<file path="config.mk">
export PLATFORM = sky130hd
export DESIGN_NAME = issue_ctrl
export DESIGN_NICKNAME = d
export VERILOG_FILES = /design/src/rtl/tomasulo_pkg.sv /design/src/rtl/issue_fifo.sv /design/src/rtl/issue_ctrl.sv
export SDC_FILE = /design/constraint.sdc
export NUM_CORES = 1
export LEC_CHECK = 0
export CORE_ASPECT_RATIO = 2
export CORE_MARGIN = 2
export CORE_UTILIZATION = 54
export DETAILED_ROUTE_END_ITERATION = 10
export PLACE_DENSITY_LB_ADDON = 0.12
export SETUP_SLACK_MARGIN = 0.2
export SYNTH_ARGS = -nofsm -noshare
export SYNTH_HDL_FRONTEND = slang
export SYNTH_SLANG_ARGS = --single-unit
</file>
<file path="constraint.sdc">
create_clock -name clk -period 3.57 [get_ports clk]
set_clock_uncertainty 0.2 [all_clocks]
set_input_delay 1.071 -clock clk [delete_from_list [all_inputs] [get_ports clk]]
set_output_delay 1.071 -clock clk [all_outputs]
set_load 0.01 [all_outputs]
</file>
<file path="src/rtl/tomasulo_pkg.sv">
// Shared constants for the Tomasulo issue stage: opcodes, tag width, the
// "operand ready" tag and the issue controller state encoding.
package tomasulo_pkg;

    localparam int TAG_W = 3;
    localparam logic [TAG_W-1:0] TAG_READY = '0;

    localparam logic [6:0] OPC_LOAD      = 7'b0000011;
    localparam logic [6:0] OPC_STORE     = 7'b0100011;
    localparam logic [6:0] OPC_OP        = 7'b0110011;
    localparam logic [6:0] FUNCT7_MULDIV = 7'b0000001;

    typedef enum logic [1:0] {
        ST_RUN   = 2'd0,
        ST_STALL = 2'd1,
        ST_FLUSH = 2'd2
    } state_t;

endpackage

</file>
<file path="src/rtl/issue_fifo.sv">
// Circular instruction queue: storage, read/write pointers and occupancy count.
// DEPTH must be a power of two so the pointers wrap naturally.
module issue_fifo
    import tomasulo_pkg::*;
#(
    parameter int DEPTH = 4,
    parameter int W     = 32,
    localparam int PW   = $clog2(DEPTH),
    localparam int CW   = PW + 1
) (
    input  logic          clk,
    input  logic          rst_n,
    input  logic          flush_i,
    input  logic          push_i,
    input  logic          pop_i,
    input  logic [W-1:0]  din_i,
    output logic [W-1:0]  dout_o,
    output logic          empty_o,
    output logic          full_o,
    output logic [CW-1:0] count_o
);

    logic [W-1:0]  mem_q [DEPTH];
    logic [PW-1:0] wr_ptr_q, wr_ptr_d;
    logic [PW-1:0] rd_ptr_q, rd_ptr_d;
    logic [CW-1:0] count_q, count_d;
    logic          do_push, do_pop;

    assign full_o  = (count_q == CW'(DEPTH));
    assign empty_o = (count_q == '0);
    assign do_push = push_i && !full_o;
    assign do_pop  = pop_i && !empty_o;
    assign dout_o  = mem_q[rd_ptr_q];
    assign count_o = count_q;

    always_comb begin
        wr_ptr_d = wr_ptr_q;
        rd_ptr_d = rd_ptr_q;
        count_d  = count_q;
        if (flush_i) begin
            wr_ptr_d = '0;
            rd_ptr_d = '0;
            count_d  = '0;
        end else begin
            if (do_push) wr_ptr_d = wr_ptr_q + PW'(1);
            if (do_pop)  rd_ptr_d = rd_ptr_q + PW'(1);
            case ({do_push, do_pop})
                2'b10:   count_d = count_q + CW'(1);
                2'b01:   count_d = count_q - CW'(1);
                default: count_d = count_q;
            endcase
        end
    end

    always_ff @(posedge clk) begin
        if (!rst_n) begin
            wr_ptr_q <= '0;
            rd_ptr_q <= '0;
            count_q  <= '0;
        end else begin
            wr_ptr_q <= wr_ptr_d;
            rd_ptr_q <= rd_ptr_d;
            count_q  <= count_d;
        end
    end

    // Payload needs no reset: only entries covered by count_q are ever read.
    always_ff @(posedge clk) begin
        if (do_push && !flush_i) mem_q[wr_ptr_q] <= din_i;
    end

endmodule

</file>
<file path="src/rtl/issue_ctrl.sv">
// In-order issue controller: decodes the queue head, allocates a reservation
// station slot and renames sources through the register status table.
// Define ISSUE_CTRL_PERF_EN to build the saturating stall-cycle counter.
module issue_ctrl
    import tomasulo_pkg::*;
#(
    parameter int IQ_DEPTH   = 4,
    parameter int NUM_ALU_RS = 3,
    parameter int NUM_MEM_RS = 2
) (
    input  logic                      clk,
    input  logic                      rst_n,
    input  logic                      in_valid,
    input  logic [31:0]               in_instr,
    output logic                      in_ready,
    input  logic                      flush,
    input  logic [NUM_ALU_RS-1:0]     alu_rs_busy,
    input  logic [NUM_MEM_RS-1:0]     mem_rs_busy,
    input  logic                      cdb_valid,
    input  logic [TAG_W-1:0]          cdb_tag,
    output logic                      iss_valid,
    output logic [TAG_W-1:0]          iss_tag,
    output logic                      iss_is_mem,
    output logic                      iss_is_load,
    output logic                      iss_is_mul,
    output logic [4:0]                iss_rs1,
    output logic [4:0]                iss_rs2,
    output logic [4:0]                iss_rd,
    output logic [TAG_W-1:0]          iss_qj,
    output logic [TAG_W-1:0]          iss_qk,
    output logic [$clog2(IQ_DEPTH):0] iq_count,
    output logic [15:0]               perf_stall_cnt,
    output state_t                    dbg_state
);

    state_t           state_q, state_d;
    logic [TAG_W-1:0] rst_q [32];
    logic [TAG_W-1:0] rst_d [32];

    logic [31:0]      head_instr;
    logic             head_empty, q_full, push, pop;
    logic [6:0]       opcode, funct7;
    logic             is_load, is_store, is_op, is_mem_cls, active;
    logic             head_valid, slot_free, stall_cond, issue, drop;
    logic             cdb_hit, rd_write;
    logic [TAG_W-1:0] slot_tag, qj_raw, qk_raw;
    logic             unused_funct3;

    // A flush cycle still shows in_ready; whatever is accepted is discarded.
    assign in_ready = !q_full && (state_q != ST_FLUSH);
    assign push     = in_valid && in_ready && !flush;

    issue_fifo #(.DEPTH(IQ_DEPTH), .W(32)) u_fifo (
        .clk     (clk),
        .rst_n   (rst_n),
        .flush_i (flush),
        .push_i  (push),
        .pop_i   (pop),
        .din_i   (in_instr),
        .dout_o  (head_instr),
        .empty_o (head_empty),
        .full_o  (q_full),
        .count_o (iq_count)
    );

    assign opcode        = head_instr[6:0];
    assign funct7        = head_instr[31:25];
    assign unused_funct3 = ^head_instr[14:12];
    assign is_load       = (opcode == OPC_LOAD);
    assign is_store      = (opcode == OPC_STORE);
    assign is_op         = (opcode == OPC_OP);
    assign is_mem_cls    = is_load || is_store;
    assign active        = is_mem_cls || is_op;
    assign head_valid    = !head_empty;

    // Descending scan so the lowest-index free slot is the one left standing.
    always_comb begin
        slot_free = 1'b0;
        slot_tag  = TAG_READY;
        if (is_mem_cls) begin
            for (int j = NUM_MEM_RS - 1; j >= 0; j--) begin
                if (!mem_rs_busy[j]) begin
                    slot_free = 1'b1;
                    slot_tag  = TAG_W'(NUM_ALU_RS + 1 + j);
                end
            end
        end else begin
            for (int j = NUM_ALU_RS - 1; j >= 0; j--) begin
                if (!alu_rs_busy[j]) begin
                    slot_free = 1'b1;
                    slot_tag  = TAG_W'(1 + j);
                end
            end
        end
    end

    assign stall_cond = head_valid && active && !slot_free;
    assign issue      = head_valid && active && slot_free && !flush && rst_n
                        && (state_q != ST_FLUSH);
    assign drop       = head_valid && !active && !flush && (state_q != ST_FLUSH);
    assign pop        = issue || drop;

    assign iss_valid   = issue;
    assign iss_tag     = issue ? slot_tag : TAG_READY;
    assign iss_is_mem  = is_mem_cls;
    assign iss_is_load = is_load;
    assign iss_is_mul  = is_op && (funct7 == FUNCT7_MULDIV);
    assign iss_rs1     = head_instr[19:15];
    assign iss_rs2     = head_instr[24:20];
    assign iss_rd      = head_instr[11:7];

    // A result on the CDB this cycle makes its consumers ready immediately.
    assign cdb_hit = cdb_valid && (cdb_tag != TAG_READY);
    assign qj_raw  = rst_q[iss_rs1];
    assign qk_raw  = rst_q[iss_rs2];
    assign iss_qj  = (cdb_hit && (qj_raw == cdb_tag)) ? TAG_READY : qj_raw;
    assign iss_qk  = is_load ? TAG_READY
                   : ((cdb_hit && (qk_raw == cdb_tag)) ? TAG_READY : qk_raw);

    assign rd_write = issue && (is_load || is_op) && (iss_rd != 5'd0);

    // Issue write is applied after the CDB clear so the newer producer wins.
    always_comb begin
        for (int i = 0; i < 32; i++) begin
            rst_d[i] = rst_q[i];
            if (cdb_hit && (rst_q[i] == cdb_tag)) rst_d[i] = TAG_READY;
            if (rd_write && (iss_rd == 5'(i)))    rst_d[i] = slot_tag;
            if (flush)                            rst_d[i] = TAG_READY;
        end
        rst_d[0] = TAG_READY;
    end

    always_ff @(posedge clk) begin
        for (int i = 0; i < 32; i++) begin
            if (!rst_n) rst_q[i] <= TAG_READY;
            else        rst_q[i] <= rst_d[i];
        end
    end

    always_comb begin
        state_d = state_q;
        case (state_q)
            ST_RUN:   if (stall_cond)  state_d = ST_STALL;
            ST_STALL: if (!stall_cond) state_d = ST_RUN;
            ST_FLUSH: state_d = ST_RUN;
            default:  state_d = ST_RUN;
        endcase
        if (flush) state_d = ST_FLUSH;
    end

    always_ff @(posedge clk) begin
        if (!rst_n) state_q <= ST_RUN;
        else        state_q <= state_d;
    end

    assign dbg_state = state_q;

`ifdef ISSUE_CTRL_PERF_EN
    logic [15:0] perf_q, perf_d;

    always_comb begin
        perf_d = perf_q;
        if ((state_q == ST_STALL) && (perf_q != 16'hFFFF)) perf_d = perf_q + 16'd1;
    end

    always_ff @(posedge clk) begin
        if (!rst_n) perf_q <= 16'd0;
        else        perf_q <= perf_d;
    end

    assign perf_stall_cnt = perf_q;
`else
    assign perf_stall_cnt = 16'h0000;
`endif

endmodule

</file>
==> metrics.txt <==
hold_sp=u_fifo.count_o[1]; met1 WL=approximately 14000 um; DR iter-0 viols=roughly 1.0k; Final Hold Viols=0; Detail Route Antenna Nets=0; Worst setup EP type=primary output; top cells by area, synth=edfxtp_1 28%, dfxtp_1 17%, xor2_1 6.9%; largest net degree at the start of global routing=38; most common cell after layout, fill and taps aside=buf_4; area leader, netlist=edfxtp_1; Slew @ Worst Pin=between 1 and 1.5 ns; Worst EP arrival=~3.7 ns; Critical-path top delay cell=mux4_2; Cell Chain, Critical Path=buf_12 > buf_6 > mux4_2 > buf_12 > buf_16 > buf_4 > mux2i_1 > a22oi_2 > a31oi_1 > a211o_1 > xor2_2 > a41oi_2 > buf_2; share of cells above drive strength 1=between 30 and 40%; initial antenna violation count=2; metal2 WL=about 23000 um; R2R depth=27; Worst Hold Depth=2; Placed Cells=about 1.6k; Synth cell types=72; # fillers=between 1k and 1.5k; Synth top area share=between 20% and 30%; All-Layer GR Usage=roughly a third; Seq/Total Area, Yosys=around 45%; Setup CP Type=reg2out; worst path required time=approximately 2.3 ns; power density cells=approximately 330 nW/um^2; met3 wire length=between 3000 and 4000 um; drt via density=between 6 and 7; Max-Cap Viols=0; io pins=95; vias in the first global route=roughly 11k; setup TNS=-65.03 ns; violated checks=negative setup slack; Slew headroom=around 8.4%; pre-CTS setup slack=-1.02 ns; setup violators final=~120; EDFF count, synth=around 120; die area=around 24000 um^2; Min-Delay Path Class=reg2reg; Root Buffer=clkbuf_16; outcome=finished, violations left; Clock Tree Buf Depth=3; Overflow after GRT=0; max incr delay on CP=0.56 ns; Die Wd=around 110 um; post-synthesis register bit count=220; core area=22600 um^2; Starting Density=a little over half; worst skew pair latency=roughly 0.54 ns; Wirelength per Cell=25.3 um; Avg Cell Area, Syn=around 10 um^2; GPL Wtd Cong=0.925; CTS tree=done; commonest cells after routing, fill and taps aside=152 x buf_4, 116 x edfxtp_1, 103 x dfxtp_1; synthesized area=between 10000 and 15000 um^2; via count=11.4k; DRC=0; top routing layer in use=met4; critical path's most frequent cell=buf_12; Max FO, Critical Path=6; post-synthesis async set-or-reset flop share=0%; Final Critical Period=roughly 4.9 ns; f_max=203 MHz; post-route insts no fill=between 1.5k and 2k; CTS H-tree lvls=1; TritonCTS Buffers=21; Reg clk slew, reported paths=~0.070 ns; Worst R2R Setup Slack=-0.92 ns; FP Rows=78; nets=roughly 1.5k; Hold-fix buffers, CTS=0; Tcrit/Tclk final=138%; post-DP HPWL=roughly 27000 um; Layout area overhead=41.3%; Port Buffer Count=between 70 and 80; VDD IR-drop max=around 0.50 mV; Routed WL=44600 um; design area=around 18000 um^2; global-route wire length before repair=about 64000 um; Mapped Cells=~1.2k; Final WS setup=-1.37 ns; CTS sink cnt=between 200 and 250; Die Ht=roughly 220 um; Slew Limit Fails=0; Synth Flop Type=edfxtp_1; startpoint types=register; Final Power=about 5.7 mW; router iterations before antenna repair=5; RSZ-0062 raised after global routing=true; reg-to-reg endpoint=rst_q[15][1]; LEAKAGE=around 6.4 nW; Placed Instance Area=about 15000 um^2; Syn. warnings=0; Worst Hold End=u_fifo.count_o[1]
-- worst max-delay path, delay by kind of cell, from the launching register on --
kind	cells	cell delay, ns
flip-flops	1	0.37
AO/OA/AOI/OAI	4	0.67
buffers and inverters	6	0.83
XOR/XNOR	1	0.20
multiplexers	2	1.06
-- worst max-delay path by stage --
stage / from / to / slack (ns) / depth (start not counted)
2_1_floorplan: register / iss_qk[2] / -0.39 / 12
3_3_place_gp: register / iss_qk[2] / -0.95 / 9
3_5_place_dp: register / iss_qk[2] / -1.02 / 9
4_1_cts: register / iss_qj[1] / -1.18 / 12
5_1_grt: register / iss_qj[0] / -1.44 / 13
6_report: register / iss_qj[0] / -1.37 / 13
-- power breakdown --
part	switching (mW)	total (mW)	internal (mW)
Combinational	0.388	0.679	0.290
Sequential	0.00787	2.68	2.68
Clock	1.01	2.35	1.34
Total	1.41	5.72	4.31
-- routing by layer --
metal | track usage [%] | up-vias
met5 | 0 | -
li1 | - | 4962
met3 | 5.77 | 238
met4 | 25.3 | 0
met2 | 61.9 | 645
met1 | 34.7 | 5558
-- timing repair --
| action | 4_1_cts | 5_1_grt |
|---|---|---|
| pin swaps | 93 | 77 |
| buffers inserted | 68 | 19 |
| resized for setup | 250 | 182 |
| endpoints found under the setup margin | 123 | 126 |
| cloned | 12 | 5 |
-- area by class of cell --
class	instances	area, um^2	area share [%]
sequential	220	5570	31.8
antenna	1	2.50	0.0143
clock inverter	13	168	0.957
inverter	17	66.3	0.378
multi-input combinational	862	7300	41.6
clock buffer	25	551	3.14
timing repair buffer	341	3520	20.1
tap	280	350	2.00
-- synth_stat cells (all sizes together), types with 14 or more instances --
library cell,n
a21oi,104
buf,60
clkbuf,45
dfxtp,104
edfxtp,116
inv,16
mux2i,64
mux4,34
nand2,23
nand3,98
nor2,23
nor2b,103
nor4,42
o21ai,100
o22ai,14
xor2,97
-- logic make-up after synthesis --
family,count (synthesis),share of synthesized area [%]
fa+ha+maj,6,0.666
buf+inv,122,4.95
other cells,1,0.0302
simple gates,360,17.1
flops,220,44.9
xor+xnor,100,7.06
mux,105,12.0
compound gates,273,13.3
-- stage by stage --
step           utilization [%]  hold slack [ns]
2_1_floorplan                -            0.311
3_5_place_dp              64.3            0.349
5_1_grt                   77.4            0.415
6_report                  77.4            0.383
3_3_place_gp              64.3            0.331
4_1_cts                   73.2            0.357
-- state kept, by name, indices dropped and copies added, names as in the netlist, named ones only --
name / flops
u_fifo.mem_q: 116
dbg_state: 2
u_fifo.count_o: 3
u_fifo.rd_ptr_q: 2
rst_q: 93
u_fifo.wr_ptr_q: 2
No activity file was read; power rests on OpenSTA's default activity.
